`config.mk`:
```
export PLATFORM = sky130hd
export DESIGN_NAME = alu_bitserial_seq_flat
export DESIGN_NICKNAME = d
export VERILOG_FILES = /design/src/rtl/alu_bitserial_seq_if.sv /design/src/rtl/alu_bitserial_seq.sv /design/src/flat_wrapper.sv
export SDC_FILE = /design/constraint.sdc
export NUM_CORES = 1
export LEC_CHECK = 0
export ABC_AREA = 1
export CAP_MARGIN = 10
export CORE_ASPECT_RATIO = 1.2
export CORE_MARGIN = 2
export CORE_UTILIZATION = 40
export CTS_CLUSTER_DIAMETER = 100
export DETAILED_ROUTE_END_ITERATION = 8
export GPL_TIMING_DRIVEN = 0
export PLACE_DENSITY = 0.67
export SETUP_SLACK_MARGIN = 0.4
export SLEW_MARGIN = 25
export SYNTH_ARGS = -nofsm -noshare
export SYNTH_HDL_FRONTEND = slang
export SYNTH_SLANG_ARGS = --single-unit
```
`constraint.sdc`:
```
create_clock -name clk_i -period 1.8 [get_ports clk_i]
set_clock_uncertainty 0.2 [all_clocks]
set_input_delay 0.54 -clock clk_i [delete_from_list [all_inputs] [get_ports clk_i]]
set_output_delay 0.54 -clock clk_i [all_outputs]
set_load 0.03 [all_outputs]
```
`src/rtl/alu_bitserial_seq_if.sv`:
```
// Bit-serial slice bus between the sequencer (master) and one 1-bit ALU slice (slave).
// The sequencer supplies operand bits and controls, and the slice returns its result bit and carry-out.
interface alu_bitserial_seq_if;
  logic       slice_a_o;
  logic       slice_b_o;
  logic       slice_c_o;
  logic       slice_invert_o;
  logic       slice_less_o;
  logic       slice_lessunsigned_o;
  logic [2:0] slice_op_o;
  logic       slice_salida_i;
  logic       slice_c_i;

  modport master (
    output slice_a_o, slice_b_o, slice_c_o, slice_invert_o,
           slice_less_o, slice_lessunsigned_o, slice_op_o,
    input  slice_salida_i, slice_c_i
  );

  modport slave (
    input  slice_a_o, slice_b_o, slice_c_o, slice_invert_o,
           slice_less_o, slice_lessunsigned_o, slice_op_o,
    output slice_salida_i, slice_c_i
  );
endinterface

```
`src/rtl/alu_bitserial_seq.sv`:
```
// Sequencer that runs a WIDTH-bit operation through one external 1-bit ALU slice, LSB first.
// Comparisons take a second pass that shifts the less/lessunsigned flag into bit 0.
module alu_bitserial_seq #(
  parameter int WIDTH = 32
) (
  input  logic                 clk_i,
  input  logic                 rst_i,
  input  logic                 start_i,
  input  logic [WIDTH-1:0]     a_i,
  input  logic [WIDTH-1:0]     b_i,
  input  logic [2:0]           operacion_i,
  output logic                 busy_o,
  output logic                 done_o,
  output logic [WIDTH-1:0]     resultado_o,
  output logic                 carry_o,
  output logic                 zero_o,
  alu_bitserial_seq_if.master  slice_if
);

  localparam int CNT_W = $clog2(WIDTH);

  localparam logic [1:0] S_IDLE = 2'd0;
  localparam logic [1:0] S_RUN  = 2'd1;
  localparam logic [1:0] S_SET  = 2'd2;
  localparam logic [1:0] S_DONE = 2'd3;

  logic [1:0]       state_q, state_d;
  logic [WIDTH-1:0] a_q, a_d, b_q, b_d;
  logic [WIDTH-1:0] sh_q, sh_d, res_q, res_d;
  logic [2:0]       op_q, op_d;
  logic [CNT_W-1:0] cnt_q, cnt_d;
  logic             carry_q, carry_d;
  logic             lts_q, lts_d, ltu_q, ltu_d;
  logic             cout_q, cout_d, zero_q, zero_d;

  logic             accept, last_bit, is_cmp, is_sub, sub_in;
  logic [WIDTH-1:0] sh_next;

  assign accept   = start_i && ((state_q == S_IDLE) || (state_q == S_DONE));
  assign last_bit = (cnt_q == CNT_W'(WIDTH - 1));
  assign is_cmp   = (op_q == 3'b101) || (op_q == 3'b110);
  assign is_sub   = (op_q == 3'b100) || is_cmp;
  assign sub_in   = (operacion_i == 3'b100) || (operacion_i == 3'b101) ||
                    (operacion_i == 3'b110);
  assign sh_next  = {slice_if.slice_salida_i, sh_q[WIDTH-1:1]};

  always_comb begin
    state_d = state_q;
    a_d     = a_q;
    b_d     = b_q;
    sh_d    = sh_q;
    res_d   = res_q;
    op_d    = op_q;
    cnt_d   = cnt_q;
    carry_d = carry_q;
    lts_d   = lts_q;
    ltu_d   = ltu_q;
    cout_d  = cout_q;
    zero_d  = zero_q;
    case (state_q)
      S_RUN: begin
        carry_d = slice_if.slice_c_i;
        sh_d    = sh_next;
        a_d     = a_q >> 1;
        b_d     = b_q >> 1;
        cnt_d   = cnt_q + CNT_W'(1);
        if (last_bit) begin
          cnt_d = '0;
          if (is_cmp) begin
            // Operand MSBs are still at bit 0 here; sign overflow decides via the A sign
            lts_d   = (a_q[0] != b_q[0]) ? a_q[0] : slice_if.slice_salida_i;
            ltu_d   = ~slice_if.slice_c_i;
            state_d = S_SET;
          end else begin
            res_d   = sh_next;
            zero_d  = (sh_next == '0);
            cout_d  = ((op_q == 3'b000) || (op_q == 3'b100)) ? slice_if.slice_c_i : 1'b0;
            state_d = S_DONE;
          end
        end
      end
      S_SET: begin
        sh_d  = sh_next;
        cnt_d = cnt_q + CNT_W'(1);
        if (last_bit) begin
          cnt_d   = '0;
          res_d   = sh_next;
          zero_d  = (sh_next == '0);
          cout_d  = carry_q;
          state_d = S_DONE;
        end
      end
      default: begin
        state_d = S_IDLE;
        if (accept) begin
          a_d     = a_i;
          b_d     = b_i;
          op_d    = operacion_i;
          cnt_d   = '0;
          carry_d = sub_in;
          state_d = S_RUN;
        end
      end
    endcase
  end

  // The slice sees live operand bits only in RUN; SET only carries the comparison flag.
  always_comb begin
    slice_if.slice_a_o            = 1'b0;
    slice_if.slice_b_o            = 1'b0;
    slice_if.slice_c_o            = 1'b0;
    slice_if.slice_invert_o       = 1'b0;
    slice_if.slice_less_o         = 1'b0;
    slice_if.slice_lessunsigned_o = 1'b0;
    slice_if.slice_op_o           = 3'b000;
    if (state_q == S_RUN) begin
      slice_if.slice_a_o      = a_q[0];
      slice_if.slice_b_o      = b_q[0];
      slice_if.slice_c_o      = carry_q;
      slice_if.slice_invert_o = is_sub;
      slice_if.slice_op_o     = is_cmp ? 3'b100 : op_q;
    end else if (state_q == S_SET) begin
      slice_if.slice_op_o           = op_q;
      slice_if.slice_less_o         = (cnt_q == '0) && lts_q;
      slice_if.slice_lessunsigned_o = (cnt_q == '0) && ltu_q;
    end
  end

  always_ff @(posedge clk_i) begin
    if (rst_i) begin
      state_q <= S_IDLE;
      a_q     <= '0;
      b_q     <= '0;
      sh_q    <= '0;
      res_q   <= '0;
      op_q    <= 3'b000;
      cnt_q   <= '0;
      carry_q <= 1'b0;
      lts_q   <= 1'b0;
      ltu_q   <= 1'b0;
      cout_q  <= 1'b0;
      zero_q  <= 1'b0;
    end else begin
      state_q <= state_d;
      a_q     <= a_d;
      b_q     <= b_d;
      sh_q    <= sh_d;
      res_q   <= res_d;
      op_q    <= op_d;
      cnt_q   <= cnt_d;
      carry_q <= carry_d;
      lts_q   <= lts_d;
      ltu_q   <= ltu_d;
      cout_q  <= cout_d;
      zero_q  <= zero_d;
    end
  end

  assign busy_o      = (state_q == S_RUN) || (state_q == S_SET);
  assign done_o      = (state_q == S_DONE);
  assign resultado_o = res_q;
  assign carry_o     = cout_q;
  assign zero_o      = zero_q;

endmodule

```
`src/flat_wrapper.sv`:
```
// flat-port wrapper written by rule: the top's interface ports become plain ports
module alu_bitserial_seq_flat 
#(
  parameter int WIDTH = 32
)
  (clk_i, rst_i, start_i, a_i, b_i, operacion_i, busy_o, done_o, resultado_o, carry_o, zero_o, slice_if_slice_a_o, slice_if_slice_b_o, slice_if_slice_c_o, slice_if_slice_invert_o, slice_if_slice_less_o, slice_if_slice_lessunsigned_o, slice_if_slice_op_o, slice_if_slice_salida_i, slice_if_slice_c_i);
  alu_bitserial_seq_if slice_if_i ();
  input  logic clk_i;
  input  logic rst_i;
  input  logic start_i;
  input  logic [WIDTH-1:0] a_i;
  input  logic [WIDTH-1:0] b_i;
  input  logic [2:0] operacion_i;
  output logic busy_o;
  output logic done_o;
  output logic [WIDTH-1:0] resultado_o;
  output logic carry_o;
  output logic zero_o;
  output wire logic [$bits(slice_if_i.slice_a_o)-1:0] slice_if_slice_a_o;
  output wire logic [$bits(slice_if_i.slice_b_o)-1:0] slice_if_slice_b_o;
  output wire logic [$bits(slice_if_i.slice_c_o)-1:0] slice_if_slice_c_o;
  output wire logic [$bits(slice_if_i.slice_invert_o)-1:0] slice_if_slice_invert_o;
  output wire logic [$bits(slice_if_i.slice_less_o)-1:0] slice_if_slice_less_o;
  output wire logic [$bits(slice_if_i.slice_lessunsigned_o)-1:0] slice_if_slice_lessunsigned_o;
  output wire logic [$bits(slice_if_i.slice_op_o)-1:0] slice_if_slice_op_o;
  input wire logic [$bits(slice_if_i.slice_salida_i)-1:0] slice_if_slice_salida_i;
  input wire logic [$bits(slice_if_i.slice_c_i)-1:0] slice_if_slice_c_i;
  assign slice_if_slice_a_o = slice_if_i.slice_a_o;
  assign slice_if_slice_b_o = slice_if_i.slice_b_o;
  assign slice_if_slice_c_o = slice_if_i.slice_c_o;
  assign slice_if_slice_invert_o = slice_if_i.slice_invert_o;
  assign slice_if_slice_less_o = slice_if_i.slice_less_o;
  assign slice_if_slice_lessunsigned_o = slice_if_i.slice_lessunsigned_o;
  assign slice_if_slice_op_o = slice_if_i.slice_op_o;
  assign slice_if_i.slice_salida_i = slice_if_slice_salida_i;
  assign slice_if_i.slice_c_i = slice_if_slice_c_i;
  alu_bitserial_seq #(.WIDTH(WIDTH)) u_core (.clk_i(clk_i), .rst_i(rst_i), .start_i(start_i), .a_i(a_i), .b_i(b_i), .operacion_i(operacion_i), .busy_o(busy_o), .done_o(done_o), .resultado_o(resultado_o), .carry_o(carry_o), .zero_o(zero_o), .slice_if(slice_if_i));
endmodule
```
==> flow_summary.ini, run 1 <==
[detailed_routing]
via_count = 5754
postRouteAntennaNets = 0
avgRoutedWirePerCell_um = 14.10
drc = 0
vias_per_cell = 4.948
wirelength_um = 16400
first_iter_violations = 211
drtPass1Iterations = 4

[worst_hold_path]
holdPathStages = 2
hp-class = flip-flop to flip-flop

[timing]
fin_crit_sh = 1.310
grt_setup_unrepaired = yes
setup_violations = 140
fin_crit_ns = 2.358
drv_slew = 0
relSlewSlack = 0.6721
tightest_slew_ns = 0.4919
clock.fmax_ghz = 0.4242
setup_slack_ns = -0.5576
hold_viol = 0

[worst_setup_path]
rr_worst_depth = 11
cp.depth = 5
cp.arrival_ns = 1.62
setup.worst_path.end_class = output pin
worstPathCellList = or2_2, nand3_2, nand3_1, inv_2, buf_4
critPathLaunchType = flip-flop
critPathTopFamily = simple AND/OR/NAND/NOR gates
path_max_fanout = 4
slowest_stage = dfxtp_1
critPathMaxStageDelay_ns = 0.35
cp.required_ns = 1.06
crit_type = flip-flop to output pin
cp_num_buf_inv = 2

[placement]
place_inst = 1080
dp_hpwl_um = 10430
pre_cts_ws_ns = -0.7283
place.gp.congestion = 0.8101
portBuffers = 116

[power]
p_int_w = 0.01213
switching_power_w = 0.007478
power_frac_seq = 0.253
power_frac_clock = 0.200
p_total_w = 0.01960
pwr_density_cell_mw_per_mm2 = 2107
p_comb_frac = 0.547
peakVddDrop_uv = 1060
p_sw_frac = 0.3814
power.leakage_nw = 3.817

[cts]
root_buffer = clkbuf_16
htreeDepth = 4
clk_pin_slew_ns = 0.06
insertion_delay_ns = 0.43
tritoncts = yes
cts_buffers = 17
hold_buffers = 0
clockBufferDepth = 2
cts_num_sinks = 142

[synth]
syn-mean-instance-area_um2 = 7.342
yosysTopAreaCellShare = 0.4907
ys_seq_area_frac = 0.4907
syn_area_mm2 = 0.005793
synth_area_leaders = dfxtp_1 (49%), nor2_1 (11%), nand2_1 (10%)
synth_cell_types = 26
syn_inst = 789
synth_seq_cells = 142
synth_top_cell_by_area = dfxtp_1
syn_nets = 867
yosysWarningCount = 0

[floorplan]
pin_count = 117
coreArea_mm2 = 0.01429
num_rows = 48
initial_core_util = 0.4053
dieArea_mm2 = 0.01547
die_w_um = 113.9
die_h_um = 135.8

[final_layout]
final_cell_mix = nor2_1 (162), nand2_1 (156), dfxtp_1 (104)
layout_commonest_cell = nor2_1
antenna_cells = 0
final_core_util = 0.6509
num-fill-cells = 1210
fin_cells = 1163
fin_nets = 1053
layout-drive-gt1-share = 0.3067
area_growth_pct = 60.60

[global_route]
grt_pass1_wl_um = 26540
use_met1 = 0.2492
grt_max_degree = 17
grt_use_met2 = 0.3902
antenna_found_initial = 0
busiest_layer = met2
gr-usage-met3 = 0.05930
first_global_vias = 5658
grt-ovfl-total = 0
grt_usage = 0.2172

[run_status]
status = finished with violations
violations = setup timing

[job]
maxCapViolCount = 0
synth_stat cells:
library cell / instances
nand3_1: 11
buf_4: 5
nor2_4: 1
inv_2: 2
nand2_2: 1
buf_2: 17
nor2_2: 2
buf_6: 3
o21ai_1: 38
nand3_2: 1
nand2_1: 161
a31oi_1: 63
o21ai_0: 95
nand2_4: 1
xor2_1: 1
a21oi_1: 11
or2_2: 1
dfxtp_1: 142
o21a_1: 1
inv_4: 1
nor2_1: 171
a21oi_4: 1
ha_1: 6
clkbuf_1: 27
buf_1: 4
inv_1: 22
sequential cells by signal, summed over array words and instances (netlist names):
| name | count |
|---|---|
| u_core.a_q | 32 |
| u_core.b_q | 32 |
| u_core.resultado_o | 32 |
| u_core.sh_q | 31 |
| u_core.cnt_q | 5 |
| u_core.op_q | 3 |
| u_core.state_q | 2 |
| u_core.carry_o | 1 |
| u_core.carry_q | 1 |
| u_core.lts_q | 1 |
| u_core.ltu_q | 1 |
| u_core.zero_o | 1 |
worst reg2reg max path, stage by stage (launching register included):
cell	delay [ns]
dfxtp_4	0.35
buf_4	0.14
ha_4	0.26
buf_8	0.12
buf_6	0.12
nand2_8	0.05
a21oi_4	0.22
buf_8	0.17
buf_12	0.15
buf_6	0.11
buf_8	0.10
a31oi_1	0.07
metal layers:
| layer | part of all wire | vias up |
|---|---|---|
| met3 | 0.046 | 18 |
| met2 | 0.52 | 132 |
| met4 | 0.013 | 0 |
| li1 | - | 2990 |
| met1 | 0.43 | 2614 |
| met5 | 0 | - |
area by class of cell:
cell class                 count  area, um^2  share of cell area
buffer                        56       561.8             0.06038
clock buffer                  22       474.2             0.05097
timing repair buffer         167        1869              0.2009
multi-input combinational    566        2967              0.3189
sequential                   142        2895              0.3112
clock inverter                10       183.9             0.01977
inverter                      25       133.9             0.01439
tap                          175       219.0             0.02353
cell families after synthesis:
| family | Yosys count | synth area share |
|---|---|---|
| adder cells (fa/ha/maj) | 6 | 0.01296 |
| XOR/XNOR | 1 | 0.001512 |
| AO/OA/AOI/OAI | 209 | 0.1965 |
| AND/OR/NAND/NOR | 350 | 0.2346 |
| buffers and inverters | 81 | 0.06372 |
| flip-flops | 142 | 0.4907 |
path summary, 6_finish.rpt:
kind	startpoint	slack (ns)	to
max	u_core.op_q[0]$_SDFFE_PP0P_	-0.56	slice_if_slice_op_o[1]
min	u_core.cnt_q[3]$_SDFFE_PP0P_	0.26	u_core.cnt_q[3]$_SDFFE_PP0P_
max reg2reg	u_core.state_q[1]$_SDFFE_PP0P_	-0.36	u_core.b_q[4]$_SDFFE_PP0P_
min reg2reg	u_core.cnt_q[3]$_SDFFE_PP0P_	0.26	u_core.cnt_q[3]$_SDFFE_PP0P_
per-stage QoR:
stage               setup TNS (ns)  cell area (um^2)  hold WS [ns]
floorplan                   -1.648              6095        0.2331
global placement            -81.61              7475        0.2525
detailed placement          -81.53              7475        0.2536
CTS                         -29.58              9178        0.2594
global route                -44.82              9304        0.2757
finish                      -34.61              9304        0.2592
power groups by stage:
stage / Clock, W / Sequential (W) / Combinational (W)
finish: 0.00392 / 0.00497 / 0.0107
global route: 0.00410 / 0.00508 / 0.0116
CTS: 0.00396 / 0.00492 / 0.0103
detailed placement: 0 / 0.00483 / 0.00720
global placement: 0 / 0.00481 / 0.00711
floorplan: 0 / 0.00506 / 0.00507
repair_timing:
item                                    in CTS  in global routing
cloned                                      14                  0
resized for setup                          515                 35
pin swaps                                   41                 12
setup buffers                               33                  4
endpoints found under the setup margin     187                187
Note: power is estimated with default switching activity, not from simulation.
==> inputs of run 2 (changes only) <==
--- a/config.mk
+++ b/config.mk
@@ -14,6 +14,7 @@
 export DETAILED_ROUTE_END_ITERATION = 8
 export GPL_TIMING_DRIVEN = 0
 export PLACE_DENSITY = 0.67
+export RECOVER_POWER = 50
 export SETUP_SLACK_MARGIN = 0.4
 export SLEW_MARGIN = 25
 export SYNTH_ARGS = -nofsm -noshare
==> flow_summary.ini, run 2 (synthesis gave the netlist of run 1 again) <==
[global_route]
grt_max_degree = 17
grt-ovfl-total = 0
antenna_found_initial = 0
first_global_vias = 5658
grt_pass1_wl_um = 26540
grt_usage = 0.2172

[cts]
cts_num_sinks = 142
hold_buffers = 0
insertion_delay_ns = 0.43
cts_buffers = 17
clockBufferDepth = 2
root_buffer = clkbuf_16
clk_pin_slew_ns = 0.06
tritoncts = yes
htreeDepth = 4

[timing]
drv_slew = 0
fin_crit_sh = 1.312
clock.fmax_ghz = 0.4234
fin_crit_ns = 2.362
tightest_slew_ns = 0.4906
relSlewSlack = 0.6729
grt_setup_unrepaired = yes
hold-worst-slack_ns = 0.2592
hold_viol = 0
setup_violations = 140
setup_slack_ns = -0.5621

[detailed_routing]
drtPass1Iterations = 4
vias_per_cell = 4.960
drc = 0
avgRoutedWirePerCell_um = 14.16
via_count = 5769
wirelength_um = 16470
postRouteAntennaNets = 0
first_iter_violations = 195

[worst_setup_path]
critPathMaxStageDelay_ns = 0.35
slowest_stage = dfxtp_1
path_max_fanout = 4
crit_type = flip-flop to output pin
critPathLaunchType = flip-flop
worstPathCellList = or2_2, nand3_2, nand3_1, inv_2, buf_4
cp.required_ns = 1.06
cp.arrival_ns = 1.62
setup.worst_path.end_class = output pin

[power]
peakVddDrop_uv = 1064
power.leakage_nw = 3.783
p_total_w = 0.01947
pwr_density_cell_mw_per_mm2 = 2123

[final_layout]
layout_commonest_cell = nor2_1
layout-drive-gt1-share = 0.3067
final_core_util = 0.6417
final_cell_mix = nor2_1 (162), nand2_1 (156), dfxtp_1 (104)
fin_nets = 1053
antenna_cells = 0
area_growth_pct = 58.34
num-fill-cells = 1233

[worst_hold_path]
hp-class = flip-flop to flip-flop

[placement]
dp_hpwl_um = 10430
portBuffers = 116
pre_cts_ws_ns = -0.7283
place.gp.congestion = 0.8101

[run_status]
violations = setup timing
status = finished with violations

[floorplan]
num_rows = 48
coreArea_mm2 = 0.01429
dieArea_mm2 = 0.01547
die_w_um = 113.9
pin_count = 117
initial_core_util = 0.4053
die_h_um = 135.8

[job]
maxCapViolCount = 0
-- run 2: final timing paths --
kind / slack [ns] / cells after the start / to / start
worst min-delay path: 0.26 / 2 / u_core.cnt_q[3]$_SDFFE_PP0P_ / u_core.cnt_q[3]$_SDFFE_PP0P_
worst max-delay path: -0.56 / 5 / slice_if_slice_op_o[1] / u_core.op_q[0]$_SDFFE_PP0P_
worst max register to register: -0.36 / 11 / u_core.b_q[1]$_SDFFE_PP0P_ / u_core.state_q[1]$_SDFFE_PP0P_
worst min register to register: 0.26 / 2 / u_core.cnt_q[3]$_SDFFE_PP0P_ / u_core.cnt_q[3]$_SDFFE_PP0P_
-- run 2: per-stage QoR --
| step | TNS (ns) | cells | instance area (um^2) |
|---|---|---|---|
| 2_1_floorplan | -1.648 | 789 | 6095 |
| 3_3_place_gp | -81.61 | 1080 | 7475 |
| 3_5_place_dp | -81.53 | 1080 | 7475 |
| 4_1_cts | -29.58 | 1159 | 9178 |
| 5_1_grt | -44.82 | 1163 | 9173 |
| 6_report | -34.72 | 1163 | 9173 |
-- run 2: critical path: cells and delay by family (launching register included) --
kind,cells,cell delay (ns)
AND/OR/NAND/NOR,3,0.61
buffers and inverters,2,0.24
flip-flops,1,0.35
-- run 2: area by class of cell --
cell class | instances | area (um^2) | area share
Buffer | 56 | 561.8 | 0.06125
Clock buffer | 22 | 474.2 | 0.05170
Multi-Input combinational cell | 566 | 2967 | 0.3234
Tap cell | 175 | 219.0 | 0.02387
Timing Repair Buffer | 167 | 1738 | 0.1895
Clock inverter | 10 | 183.9 | 0.02005
Inverter | 25 | 133.9 | 0.01460
Sequential cell | 142 | 2895 | 0.3156
-- run 2: metal layers --
metal,vias up,GRT usage,routed length [um]
met3,20,0.05930,785
met5,-,0,0
met2,150,0.3902,8450
met4,0,0.07114,233
li1,2992,-,-
met1,2607,0.2492,7003
-- run 2: what timing repair did --
action | CTS | global route
setup buffers | 33 | 4
setup endpoints to repair | 187 | 187
gates resized for setup | 515 | 35
cloned | 14 | 0
pin swaps | 41 | 12
-- run 2: power breakdown --
group          leakage [nW]  switching, W  internal (W)
clock network         0.316       0.00136       0.00257
registers              1.19      0.000719       0.00422
logic                  2.28       0.00539       0.00520
